[src/rtl/sha2_msg_rx.sv]
// SHA-256 message receiver/padder: packs 32-bit words into 512-bit blocks and appends FIPS 180-4 padding.
// Optional protocol checker (byte count / byte-enable legality) enabled by defining SHA2_MSG_RX_CHK_EN.
module sha2_msg_rx (
  input  logic         i_clk,
  input  logic         i_rst_n,
  input  logic         i_start_p,
  input  logic [63:0]  i_msg_len,
  input  logic         i_msg_vld,
  output logic         o_msg_rdy,
  input  logic [31:0]  i_msg_dat,
  input  logic [3:0]   i_msg_be,
  input  logic         i_msg_lst,
  output logic         o_blk_vld,
  input  logic         i_blk_rdy,
  output logic [511:0] o_blk_dat,
  output logic         o_blk_lst,
  output logic         o_busy,
  output logic         o_err
);
  typedef enum logic [2:0] {S_IDLE, S_LOAD, S_PAD, S_LEN, S_EMIT} state_t;

  state_t      r_state, w_nxt;
  logic [31:0] r_buf [16];
  logic [3:0]  r_wptr;
  logic [63:0] r_len;
  logic        r_pad_pend, r_nxt_pad, r_blk_lst;
  logic        w_acc, w_pad_len, w_found;
  logic [31:0] w_mask, w_mark, w_word;

  assign w_acc     = (r_state == S_LOAD) && i_msg_vld;
  assign w_pad_len = (r_state == S_PAD) && (r_wptr == 4'd14) && !r_pad_pend;

  // Disabled bytes are zeroed; on the last word the 0x80 marker goes in the first disabled byte.
  always_comb begin
    w_mark  = '0;
    w_found = 1'b0;
    for (int i = 3; i >= 0; i--) begin
      if (!i_msg_be[i] && !w_found) begin
        w_mark[8*i+7] = 1'b1;
        w_found       = 1'b1;
      end
    end
    w_mask = {{8{i_msg_be[3]}}, {8{i_msg_be[2]}}, {8{i_msg_be[1]}}, {8{i_msg_be[0]}}};
    w_word = (i_msg_dat & w_mask) | (i_msg_lst ? w_mark : 32'd0);
  end

  always_ff @(posedge i_clk) begin
    if (!i_rst_n) r_state <= S_IDLE;
    else          r_state <= w_nxt;
  end

  always_comb begin
    w_nxt = r_state;
    if (i_start_p) begin
      w_nxt = (i_msg_len == 64'd0) ? S_PAD : S_LOAD;
    end else begin
      case (r_state)
        S_LOAD: if (w_acc) begin
          if (r_wptr == 4'd15) w_nxt = S_EMIT;
          else if (i_msg_lst)  w_nxt = S_PAD;
        end
        S_PAD:  if (w_pad_len)            w_nxt = S_LEN;
                else if (r_wptr == 4'd15) w_nxt = S_EMIT;
        S_LEN:  w_nxt = S_EMIT;
        S_EMIT: if (i_blk_rdy) w_nxt = r_blk_lst ? S_IDLE : (r_nxt_pad ? S_PAD : S_LOAD);
        default: w_nxt = r_state;
      endcase
    end
  end

  always_ff @(posedge i_clk) begin
    if (!i_rst_n || i_start_p) begin
      for (int i = 0; i < 16; i++) r_buf[i] <= '0;
      r_wptr     <= '0;
      r_len      <= i_rst_n ? i_msg_len : 64'd0;
      r_pad_pend <= i_rst_n && (i_msg_len == 64'd0);
      r_nxt_pad  <= 1'b0;
      r_blk_lst  <= 1'b0;
    end else begin
      case (r_state)
        S_LOAD: if (w_acc) begin
          r_buf[r_wptr] <= w_word;
          r_wptr        <= r_wptr + 4'd1;
          if (i_msg_lst && i_msg_be == 4'b1111) r_pad_pend <= 1'b1;
          if (r_wptr == 4'd15) begin
            r_nxt_pad <= i_msg_lst;
            r_blk_lst <= 1'b0;
          end
        end
        S_PAD: if (!w_pad_len) begin
          r_buf[r_wptr] <= r_pad_pend ? 32'h8000_0000 : 32'd0;
          r_pad_pend    <= 1'b0;
          r_wptr        <= r_wptr + 4'd1;
          if (r_wptr == 4'd15) begin
            r_nxt_pad <= 1'b1;
            r_blk_lst <= 1'b0;
          end
        end
        S_LEN: begin
          r_buf[14]  <= r_len[63:32];
          r_buf[15]  <= r_len[31:0];
          r_blk_lst  <= 1'b1;
        end
        S_EMIT: if (i_blk_rdy && !r_blk_lst) begin
          for (int i = 0; i < 16; i++) r_buf[i] <= '0;
          r_wptr <= '0;
        end
        default: ;
      endcase
    end
  end

  for (genvar g = 0; g < 16; g++) begin : g_dat
    assign o_blk_dat[511-32*g -: 32] = r_buf[g];
  end

  assign o_msg_rdy = (r_state == S_LOAD);
  assign o_blk_vld = (r_state == S_EMIT);
  assign o_blk_lst = (r_state == S_EMIT) && r_blk_lst;
  assign o_busy    = (r_state != S_IDLE);

`ifdef SHA2_MSG_RX_CHK_EN
  logic [60:0] r_bcnt, w_bsum;
  logic [2:0]  w_nb;
  logic        r_err, w_be_ok, w_bad;

  assign w_nb    = {2'b0, i_msg_be[3]} + {2'b0, i_msg_be[2]} + {2'b0, i_msg_be[1]} + {2'b0, i_msg_be[0]};
  assign w_bsum  = r_bcnt + {58'd0, w_nb};
  assign w_be_ok = (i_msg_be == 4'b1111) || (i_msg_be == 4'b1110) ||
                   (i_msg_be == 4'b1100) || (i_msg_be == 4'b1000);
  assign w_bad   = (i_msg_lst && w_bsum != r_len[63:3]) || (!i_msg_lst && w_bsum == r_len[63:3]) ||
                   !w_be_ok || (i_msg_be != 4'b1111 && !i_msg_lst);

  always_ff @(posedge i_clk) begin
    if (!i_rst_n || i_start_p) begin
      r_bcnt <= '0;
      r_err  <= 1'b0;
    end else if (w_acc) begin
      r_bcnt <= w_bsum;
      if (w_bad) r_err <= 1'b1;
    end
  end
  assign o_err = r_err;
`else
  assign o_err = 1'b0;
`endif
endmodule

[config.mk]
export PLATFORM = sky130hd
export DESIGN_NAME = sha2_msg_rx
export DESIGN_NICKNAME = d
export VERILOG_FILES = /design/src/rtl/sha2_msg_rx.sv
export SDC_FILE = /design/constraint.sdc
export NUM_CORES = 1
export LEC_CHECK = 0
export CAP_MARGIN = 15
export CORE_AREA = 2 2 242 244
export CTS_BUF_LIST = sky130_fd_sc_hd__clkbuf_16
export CTS_CLUSTER_DIAMETER = 100
export DETAILED_ROUTE_END_ITERATION = 8
export DIE_AREA = 0 0 244 246
export PLACE_DENSITY_LB_ADDON = 0.3
export SYNTH_ARGS = -nofsm -noshare
export SYNTH_HDL_FRONTEND = slang
export SYNTH_SLANG_ARGS = --single-unit
[constraint.sdc]
create_clock -name i_clk -period 4.2 [get_ports i_clk]
set_clock_uncertainty 0.15 [all_clocks]
set_input_delay 0.42 -clock i_clk [delete_from_list [all_inputs] [get_ports i_clk]]
set_output_delay 0.42 -clock i_clk [all_outputs]
set_load 0.02 [all_outputs]
[Word level (Yosys, flattened, before mapping)]
Memories as Yosys holds them, arrays and structs flattened.
Cells that the tools add are included.
Cells by class
  div/mod/pow operators: 0
  equality and inequality tests: 19
  multiply operators: 0
  order comparisons: 0
  shifts and indexed selects: 0
  bitwise operators: 21
  reductions and logical operators: 32
  muxes and demuxes: 76
  add/subtract/negate cells: 1
Operator list (count)
  32-bit 2-to-1 mux: 22
  64-bit zero test: 1
  1-bit 2-to-1 mux: 35
  32-bit AND: 1
  32-bit bitwise OR: 1
  32-bit OR reduction: 1
  3-bit 2-to-1 mux: 7
  1-bit bitwise OR: 19
  4-bit 2-to-1 mux: 4
  4-bit == test, second input constant: 3
  3-bit one-hot mux with 4 select lines: 1
  4-bit one-hot mux with 3 select lines: 1
  3-bit nonzero test: 4
  1-bit logical AND: 10
  5-bit AND reduction: 2
  3-bit by 2-bit != test with 1-bit output, second input constant: 3
  1-bit zero test: 8
  2-bit by 1-bit != test with 1-bit output, second input constant: 4
  4-bit AND reduction: 2
  3-bit by 2-bit == test with 1-bit output, second input constant: 2
  2-bit 2-to-1 mux: 3
  3-bit by 1-bit != test with 1-bit output, second input constant: 2
  5-bit nonzero test: 1
  4-bit by 1-bit adder with 4-bit output, second input constant: 1
  other kinds (10): 11
Storage, ports and cells
  register bits: 74
  latch bits: 0
  output and inout bits: 517
  bits in read-only memories: 0
  bits in writable memories: 512
  bits of input ports: 106
  word-level logic and storage cells: 156
  memories: 1
Memory list
  r_buf: words 16, bits a word 32, rd ports 16, clocked after Yosys merged registers in 0, wr ports 16, RTL line 23  | logic [31:0] r_buf [16];

[Longest topological paths before layout]
  depth after elaboration: 13
  depth in mapped cells: 9
  depth with buffers taken out: 7

[Worst setup path before layout]
OpenSTA, ideal clock, no wires.
  path kind: input-to-reg
  from: in i_start_p
  to: mem r_buf[14][0], enable pin
  arrival time: 2.578 ns
  buffers on the path: 2
  setup time: 0.562 ns
  data required time: 3.488 ns
  stages on the path: 7
  setup slack: 0.910 ns
  cell sequence: and2b_1 inv_1 buf_4 nor3_1 nand2_1 clkbuf_1 nand3_1
RTL lines
  from (decl): RTL line 6  | input logic i_start_p,
  to (decl): RTL line 23

==> results_dict.tcl <==
set metrics [dict create \
    status "complete, no violations" \
    grt_pass1_wl_mm 105 \
    dieArea_sq_um 60000 \
    crit_path_start_kind "flip-flop" \
    design_area_sq_um 30700 \
    place.gp.congestion 0.857 \
    clock_sinks 586 \
    hold_class "primary input to flip-flop" \
    worstSetupEndpoint "r_buf[15][12]$_DFFE_PP_" \
    tightest_slew_ns 1.12 \
    place_ws_ns 0.681 \
    drive_gt1_share_pct 7.38 \
    drtPass1Iterations 7 \
    timing.final.crit_share_pct 79.9 \
    p_per_area_nw_per_um2 433 \
    synth-edff-count 577 \
    ctsHoldBuffers 0 \
    grt_max_degree 68 \
    cp-startpoint "r_wptr[0]$_SDFFE_PN0P_" \
    areaGrowthSynthToFinish_pct 41.8 \
    synth_ff_type "edfxtp_1" \
    clockRootBuffer "clkbuf_16" \
    finalWirelength_mm 75.3 \
    r2r_end "r_buf[15][12]$_DFFE_PP_" \
    rows 88 \
    drc 0 \
    setup_ws_ns 0.844 \
    cts_resized 0 \
    min_period_ns 3.36 \
    via_count 15000 \
    initial_core_util_pct 37.7 \
    arrival_ns 3.62 \
    setup-violations-final 0 \
    grt_antenna_before_repair 2 \
    r2r_slack_ns 0.84 \
    synthArstFlopShare_pct 0 \
    seqCellArea_sq_um 17500 \
    detail_route.wl_per_cell_um 25.4 \
    die-height_um 246 \
    clkLatencyLatePin_ns 0.61 \
    cellLeakagePower_nw 11.2 \
    antenna_cells 0 \
    synth_cell_type_count 44 \
    grt_pass1_vias 14700 \
    path_class "flip-flop to flip-flop" \
    fillers 4638 \
    cap_violations 0 \
    die_width_um 244 \
    clk_path_buf_depth 3 \
    ctsHtreeMaxLevel 2 \
    cts_tree "done" \
    cts_buffers 59 \
    r2r_start "r_wptr[0]$_SDFFE_PN0P_" \
    post-cts-setup-buffers 0 \
    synth-seq-cells 586 \
    rsz0062_at_grt "no" \
    hold_violations 0 \
    io_buffers 621 \
    crit_required_ns 4.47 \
    yosysSeqAreaShare_pct 80.9 \
    placed_area_sq_um 28800 \
    avgSynthCellArea_sq_um 14.3 \
    yosysWarnings 0 \
    end_kind "flip-flop" \
    drtAntennaViolNets 0 \
    drt_iter0_markers 1314 \
    synth.cell_area_sq_um 21600 \
    multi_input_area_sq_um 3680 \
    rr_worst_depth 7 \
    path_clk_slew_ns 0.06 \
    synthCells 1517 \
    nets 2255 \
    grt.overflow.total 0 \
    vdd_drop_max_v 0.000354 \
    core_sq_um 57400 \
    grt_usage_pct 24.5 \
    ios 623 \
    hpwlAfterDp_mm 52.3 \
    tns_ns 0 \
    fmax_mhz 298 \
    slew_viol_final 0 \
    synth_nets 1627 \
    slew_headroom_pct 25.3 \
    critPathMaxFanout 16 \
    vias_per_cell 5.07 \
]
## state kept, by name, summed over array words and instances (netlist names)
signal / flops
r_pad_pend: 1
r_len: 64
r_blk_lst: 1
r_buf: 512
r_nxt_pad: 1
r_wptr: 4
r_state: 3
## metal layers
layer | wire (um) | up-vias | track usage (%)
met5 | 11 | - | 0
met4 | 2240 | 2 | 7.53
met3 | 7530 | 118 | 6.15
met2 | 37200 | 897 | 41.5
met1 | 28300 | 7432 | 30.9
li1 | - | 6544 | -
## layout by cell type, fill, tap and decap left out, types with 14 or more instances in the layout
cell type and count:
edfxtp_1 577, clkinv_1 18, buf_4 47, clkdlybuf4s50_1 620, nor4_1 15, inv_1 15, nor2_1 458, nand2_1 120
o21ai_0 70, nand2_2 14, clkbuf_16 59, and2_1 69
## where the power goes
group | switching (mW) | internal (mW)
Clock | 2.26 | 2.81
Sequential | 0.110 | 6.71
Combinational | 0.855 | 0.538
## critical path: stages (launching register included)
cell,delay (ns)
dfxtp_1,0.36
inv_1,0.10
ha_1,0.34
nand4b_1,0.33
nand3_1,0.39
and2_0,0.48
nand2_1,0.62
o21ai_0,0.39
## worst min-delay path by stage
stage          slack (ns)  depth (start not counted)                       to               startpoint
2_1_floorplan        0.31                          2   r_blk_lst$_SDFFE_PN0P_   r_blk_lst$_SDFFE_PN0P_
3_3_place_gp         0.35                          2   r_buf[15][5]$_DFFE_PP_   r_len[5]$_SDFFCE_PN0N_
3_5_place_dp         0.36                          2  r_buf[14][23]$_DFFE_PP_  r_len[55]$_SDFFCE_PN0N_
4_1_cts              0.15                          4   r_wptr[1]$_SDFFE_PN0P_                  i_rst_n
5_1_grt              0.21                          3     r_pad_pend$_DFFE_PP_                  i_rst_n
6_report             0.21                          4   r_wptr[1]$_SDFFE_PN0P_                  i_rst_n
## through the flow
| stage | hold WS [ns] | cells | power (mW) | utilization, % |
|---|---|---|---|---|
| after detailed placement | 0.358 | 2849 | 8.34 | 50.2 |
| final | 0.205 | 2959 | 13.3 | 53.5 |
| after floorplan | 0.312 | 1517 | 7.48 | - |
| after CTS | 0.146 | 2959 | 13.4 | 53.5 |
| after global placement | 0.349 | 2849 | 8.33 | 50.2 |
| after global routing | 0.206 | 2959 | 13.6 | 53.5 |
## synthesized netlist by cell type (all sizes together), types with 3 or more instances
cell	instances	area share, %
a21boi	3	0.10
a21oi	7	0.16
a31oi	3	0.087
and2	70	2.0
buf	65	1.5
clkbuf	40	0.69
dfxtp	9	0.83
edfxtp	577	80
ha	4	0.23
inv	7	0.12
nand2	134	2.3
nand3	8	0.19
nand4	4	0.12
nor2	459	8.0
nor3	6	0.16
nor3b	5	0.24
nor4	15	0.43
o21ai	71	1.6
o2bb2ai	3	0.12
## final cells by class
cell class / count / share of cell area (%)
inverter: 7 / 0.0857
tap: 765 / 3.12
clock buffer: 59 / 4.81
sequential: 586 / 57.1
multi-input combinational: 819 / 12.0
timing repair buffer: 672 / 21.7
clock inverter: 51 / 1.23
## logic make-up after synthesis
group,synth area share [%]
AND/OR/NAND/NOR,14.0
multiplexers,0.0925
flip-flops,80.9
adder cells (fa/ha/maj),0.231
XOR/XNOR,0.0810
buffers and inverters,2.34
AO/OA/AOI/OAI,2.37
other,0.0173
No activity file was read; power rests on OpenSTA's default activity.
